===== src/rtl/mult_div_unit.sv =====
// rtl/mult_div_unit.sv - iterative radix-2 multiply/divide unit with HI/LO registers
module mult_div_unit #(
  parameter int DATA_WIDTH = 32,
  parameter int CNT_WIDTH  = 6
) (
  input  logic                  clk,
  input  logic                  reset,
  input  logic                  start_i,
  input  logic [1:0]            op_i,
  input  logic [DATA_WIDTH-1:0] a_i,
  input  logic [DATA_WIDTH-1:0] b_i,
  input  logic                  flush_i,
  input  logic                  mthi_i,
  input  logic                  mtlo_i,
  input  logic [DATA_WIDTH-1:0] wr_data_i,
  output logic                  busy_o,
  output logic                  done_o,
  output logic                  div_by_zero_o,
  output logic [DATA_WIDTH-1:0] hi_o,
  output logic [DATA_WIDTH-1:0] lo_o
);

  typedef enum logic [1:0] {S_IDLE, S_CALC, S_FIX, S_DONE} state_t;

  state_t                  r_state, w_next;
  logic [CNT_WIDTH-1:0]    r_cnt;
  logic                    r_is_div, r_neg_q, r_neg_r, r_dbz;
  logic [DATA_WIDTH-1:0]   r_m, r_acc_hi, r_acc_lo, r_hi, r_lo;

  logic                    w_start, w_div, w_signed, w_a_neg, w_b_neg, w_b_zero;
  logic [DATA_WIDTH-1:0]   w_a_abs, w_b_abs;
  logic [DATA_WIDTH:0]     w_add, w_shift, w_diff;
  logic [2*DATA_WIDTH-1:0] w_prod_neg;

  assign w_start  = (r_state == S_IDLE) && start_i && !flush_i;
  assign w_div    = op_i[1];
  assign w_signed = ~op_i[0];
  assign w_a_neg  = w_signed & a_i[DATA_WIDTH-1];
  assign w_b_neg  = w_signed & b_i[DATA_WIDTH-1];
  assign w_a_abs  = w_a_neg ? -a_i : a_i;
  assign w_b_abs  = w_b_neg ? -b_i : b_i;
  assign w_b_zero = (b_i == '0);

  // Multiply: {acc_hi, acc_lo} holds partial product with the multiplier shifting out of acc_lo.
  // Divide: acc_hi is the partial remainder, quotient bits shift into acc_lo.
  assign w_add      = {1'b0, r_acc_hi} + (r_acc_lo[0] ? {1'b0, r_m} : '0);
  assign w_shift    = {r_acc_hi, r_acc_lo[DATA_WIDTH-1]};
  assign w_diff     = w_shift - {1'b0, r_m};
  assign w_prod_neg = -{r_acc_hi, r_acc_lo};

  always_ff @(posedge clk or negedge reset) begin
    if (!reset) r_state <= S_IDLE;
    else        r_state <= w_next;
  end

  always_comb begin
    w_next = r_state;
    case (r_state)
      S_IDLE: if (w_start) w_next = (w_div && w_b_zero) ? S_DONE : S_CALC;
      S_CALC: if (r_cnt == '0) w_next = S_FIX;
      S_FIX:  w_next = S_DONE;
      S_DONE: w_next = S_IDLE;
      default: w_next = S_IDLE;
    endcase
    if (flush_i && r_state != S_IDLE) w_next = S_IDLE;
  end

  always_ff @(posedge clk or negedge reset) begin
    if (!reset) begin
      r_cnt    <= '0;
      r_is_div <= 1'b0;
      r_neg_q  <= 1'b0;
      r_neg_r  <= 1'b0;
      r_dbz    <= 1'b0;
      r_m      <= '0;
      r_acc_hi <= '0;
      r_acc_lo <= '0;
      r_hi     <= '0;
      r_lo     <= '0;
    end else begin
      case (r_state)
        S_IDLE: begin
          if (w_start) begin
            r_is_div <= w_div;
            r_neg_q  <= w_a_neg ^ w_b_neg;
            r_neg_r  <= w_a_neg;
            r_dbz    <= w_div && w_b_zero;
            r_cnt    <= CNT_WIDTH'(DATA_WIDTH - 1);
            if (w_div && w_b_zero) begin
              r_acc_hi <= a_i;
              r_acc_lo <= '1;
            end else begin
              r_m      <= w_div ? w_b_abs : w_a_abs;
              r_acc_hi <= '0;
              r_acc_lo <= w_div ? w_a_abs : w_b_abs;
            end
          end else if (!start_i) begin
            if (mthi_i) r_hi <= wr_data_i;
            if (mtlo_i) r_lo <= wr_data_i;
          end
        end
        S_CALC: begin
          if (r_cnt != '0) r_cnt <= r_cnt - 1'b1;
          if (r_is_div) begin
            if (!w_diff[DATA_WIDTH]) begin
              r_acc_hi <= w_diff[DATA_WIDTH-1:0];
              r_acc_lo <= {r_acc_lo[DATA_WIDTH-2:0], 1'b1};
            end else begin
              r_acc_hi <= w_shift[DATA_WIDTH-1:0];
              r_acc_lo <= {r_acc_lo[DATA_WIDTH-2:0], 1'b0};
            end
          end else begin
            {r_acc_hi, r_acc_lo} <= {w_add, r_acc_lo[DATA_WIDTH-1:1]};
          end
        end
        S_FIX: begin
          if (!r_is_div) begin
            if (r_neg_q) {r_acc_hi, r_acc_lo} <= w_prod_neg;
          end else begin
            if (r_neg_q) r_acc_lo <= -r_acc_lo;
            if (r_neg_r) r_acc_hi <= -r_acc_hi;
          end
        end
        S_DONE: begin
          if (flush_i) begin
            r_dbz <= 1'b0;
          end else begin
            r_hi <= r_acc_hi;
            r_lo <= r_acc_lo;
          end
        end
        default: ;
      endcase
    end
  end

  assign busy_o        = (r_state == S_CALC) || (r_state == S_FIX);
  assign done_o        = (r_state == S_DONE) && !flush_i;
  assign div_by_zero_o = r_dbz;
  assign hi_o          = r_hi;
  assign lo_o          = r_lo;

endmodule


===== config.mk =====
export PLATFORM = sky130hd
export DESIGN_NAME = mult_div_unit
export DESIGN_NICKNAME = d
export VERILOG_FILES = /design/src/rtl/mult_div_unit.sv
export SDC_FILE = /design/constraint.sdc
export NUM_CORES = 1
export LEC_CHECK = 0
export CAP_MARGIN = 20
export CORE_MARGIN = 1
export CORE_UTILIZATION = 35
export CTS_CLUSTER_SIZE = 8
export DETAILED_ROUTE_END_ITERATION = 16
export PLACE_DENSITY_LB_ADDON = 0.2
export SYNTH_ARGS = -nofsm -noshare
export SYNTH_HDL_FRONTEND = slang
export SYNTH_SLANG_ARGS = --single-unit

===== constraint.sdc =====
create_clock -name clk -period 3.6 [get_ports clk]
set_input_delay 1.08 -clock clk [delete_from_list [all_inputs] [get_ports clk]]
set_output_delay 1.08 -clock clk [all_outputs]
set_load 0.05 [all_outputs]

==> out/metrics.csv <==
stage,metric,value,unit
outcome,status,completed,
synthesis,"FF+latch count, synth",172,
cells_and_area,ant diodes,0,
grt,met3 usage,0.0462,
power,clock power share,0.081,
synthesis,Netlist Area Pre-Place,16500,sq um
synthesis,Ys Warns,0,
clocking,# H-tree levels,4,
routing,drt initial violations,2118,
synthesis,average size of a mapped cell,7.50,sq um
cells_and_area,area taken by multi-input logic gates,11600,sq um
routing,Routed WL,72900,um
placement,GP Congestion,1.04,
routing,DRC,0,
grt,initial antenna violation count,2,
clocking,"CTS clk-pin slew, worst paths",0.07,ns
power,power per cell area,1090,nW/um^2
power,Leak Pwr,0.00953,uW
grt,grt total ovfl,0,
grt,first-pass GRT wire length,109000,um
synthesis,top cell type's share of synthesized area,0.261,
sta,setup TNS,0,ns
die,Die Y,219,um
run,Max-Cap Viols,0,
sta,Final setup viols,0,
cells_and_area,FF+latch area,4310,sq um
die,die area,47900,sq um
power,maximum vdd drop,0.000570,V
routing,DR vias,19075,
cells_and_area,area grow syn2layout,34.9,%
sta,Fmax achieved,285,MHz
die,FP Rows,79,
cells_and_area,"Core Util, Final",0.478,
power,sequential share of power,0.155,
critical_path,Critical R2R Capture,r_acc_hi[31],
sta,endpoints failing hold,0,
synthesis,"EDFF count, synth",0,
critical_path,CP Class,input pin to flip-flop,
critical_path,FF-to-FF Start,r_acc_hi[0],
synthesis,synth top area cells,"dfrtp_1 26%, a21oi_1 10%, nor2_1 5.8%",
sta,Fin Hold WS,0.483,ns
worst_hold_path,Hold Crit Class,flip-flop to flip-flop,
clocking,clock root buffer,clkbuf_16,
placement,IO buf count,170,
placement,dpl cells,3197,
critical_path,startpoint types,input pin,
die,core region area,46500,sq um
critical_path,largest fanout on the critical path,3,
routing,Wirelength per Cell,22.6,um
critical_path,Critical Path AT,3.86,ns
synthesis,synthesized instance count,2195,
die,Die Width,219,um
synthesis,"Distinct cells, synth",90,
critical_path,Crit. End Element,flip-flop,
clocking,Clock Latency Late Sink,0.47,ns
synthesis,"Net Count, Synth",2375,
sta,Slew Limit Headroom,0.418,
sta,final period utilization,0.974,
synthesis,Synth top cells by count,"337 x a21oi_1, 255 x nor2_1, 202 x nand2_1, 172 x dfrtp_1, 148 x o21ai_0",
synthesis,ys flop type,dfrtp_1,
die,effective utilization at floorplan,0.355,
worst_hold_path,hold_sp,r_m[7],
clocking,Clock Path Buffers,2,
routing,TritonRoute pass-1 iters,6,
cells_and_area,# fillers,4663,
grt,GRT Util Overall,0.302,
worst_hold_path,hold path depth,2,
synthesis,"count leader, synth",a21oi_1,
critical_path,CP required,3.96,ns
synthesis,cell taking the most area after synthesis,dfrtp_1,
cells_and_area,Nets,2792,
cells_and_area,final std cells w/o fill,3232,
die,Top-Level Pins,171,
grt,busiest layer in global routing,met2,
sta,Clock Skew,0.0175,ns
routing,post-route ant nets,0,
sta,Slew @ Worst Pin,0.851,ns
critical_path,reg2reg setup slack,0.09,ns
clocking,number of CTS-inserted buffers,17,
power,Sw Ratio,0.539,
cells_and_area,layout cells sized above 1,0.207,
power,Internal,11100,uW
cells_and_area,fin area,22200,sq um
routing,DR vias/cell,5.90,
synthesis,"Seq/Total Area, Yosys",0.261,
clocking,Clock Sinks,172,
worst_hold_path,worst hold endpoint,r_m[7],
sta,final max-slew violation count,0,
clocking,CTS tree,done,
synthesis,Async SR Flop Fraction,1.00,
placement,placed cell areas,21300,sq um
placement,Post-DP HPWL,57400,um
clocking,hold_buf cts,0,
grt,GR Util met2,0.458,
power,sw power,13000,uW
power,Combinational Power Share,0.765,
grt,largest net degree at the start of global routing,64,
sta,Tmin final,3.51,ns
critical_path,reg2reg path depth,13,
grt,vias in the first global route,17864,
grt,GRT met1 Usage,0.420,
-- power by group through the flow --
stage	Sequential (uW)	Clock [uW]	Combinational, uW
after CTS	3700	1980	17900
after global placement	3700	0	17600
after global routing	3830	2040	19800
after detailed placement	3740	0	17700
final	3730	1950	18400
after floorplan	4820	0	9700
-- critical path: stages --
cell	delay, ns
clkdlybuf4s50_1	0.42
or4_4	0.55
or4_4	0.43
or4_4	0.47
o31ai_1	0.25
xor2_1	0.24
a21oi_1	0.15
o22ai_1	0.20
nand2_1	0.06
-- logic make-up after synthesis --
group	share of synthesized area
flip-flops	0.261
adder cells (fa/ha/maj)	0.0586
AO/OA/AOI/OAI	0.293
AND/OR/NAND/NOR	0.223
buffers and inverters	0.0572
multiplexers	0.0416
XOR/XNOR	0.0647
-- metrics by stage --
| step | setup slack [ns] | total power [uW] |
|---|---|---|
| global route | -0.0236 | 25600 |
| CTS | 0.00712 | 23600 |
| floorplan | 0.0851 | 14500 |
| global placement | -0.518 | 21300 |
| finish | 0.0934 | 24100 |
| detailed placement | -0.522 | 21500 |
-- how the worst max path moves through the flow --
stage	from	to	slack, ns	depth (start not counted)
after global routing	a_i[12]	r_acc_lo[20]	-0.02	9
after floorplan	b_i[12]	r_acc_lo[30]	0.09	9
after CTS	b_i[12]	r_acc_lo[30]	0.007	10
after detailed placement	a_i[10]	r_acc_lo[18]	-0.52	9
after global placement	a_i[10]	r_acc_lo[18]	-0.52	9
final	a_i[12]	r_acc_lo[20]	0.09	9
-- final cells by class --
cell class | instances | area share
multi-input combinational | 1801 | 0.521
clock buffer | 19 | 0.0199
clock inverter | 13 | 0.00664
sequential | 172 | 0.194
inverter | 77 | 0.0131
tap | 607 | 0.0342
timing repair buffer | 543 | 0.211
-- layout by cell type, fill, tap and decap left out, drive strengths merged, types with 28 or more instances in the layout --
cell type / netlist / final
xor2: 52 / 52
nand2: 203 / 203
o31ai: 40 / 40
buf: 30 / 375
dfrtp: 172 / 172
nor2: 256 / 256
ha: 74 / 74
mux2: 35 / 35
o21ai: 155 / 155
nor3: 63 / 63
a21o: 29 / 29
clkdlybuf4s50: 0 / 162
a21oi: 337 / 337
o211ai: 28 / 28
xnor2: 68 / 68
inv: 76 / 84
nand3: 30 / 30
mux2i: 29 / 29
nor2b: 48 / 48
-- per-layer routing --
metal / wire length, um / up-vias
met4: 3310 / 4
met5: 33 / -
li1: - / 8827
met2: 31900 / 976
met3: 5880 / 170
met1: 31800 / 9098
-- state kept, by name (all words and copies together), names as in the netlist --
name and count:
r_neg_q 1, r_acc_hi 32, r_neg_r 1, r_cnt 6
r_state 2, hi_o 32, lo_o 32, r_is_div 1
r_acc_lo 32, r_m 32, div_by_zero_o 1
-- timing repair --
item                       4_1_cts  5_1_grt
setup endpoints to repair       21       54
pin swaps                        3       22
setup buffers                    2        1
gates resized for setup         13       64
gates cloned                     0        1
(Power assumes the default switching activity.)
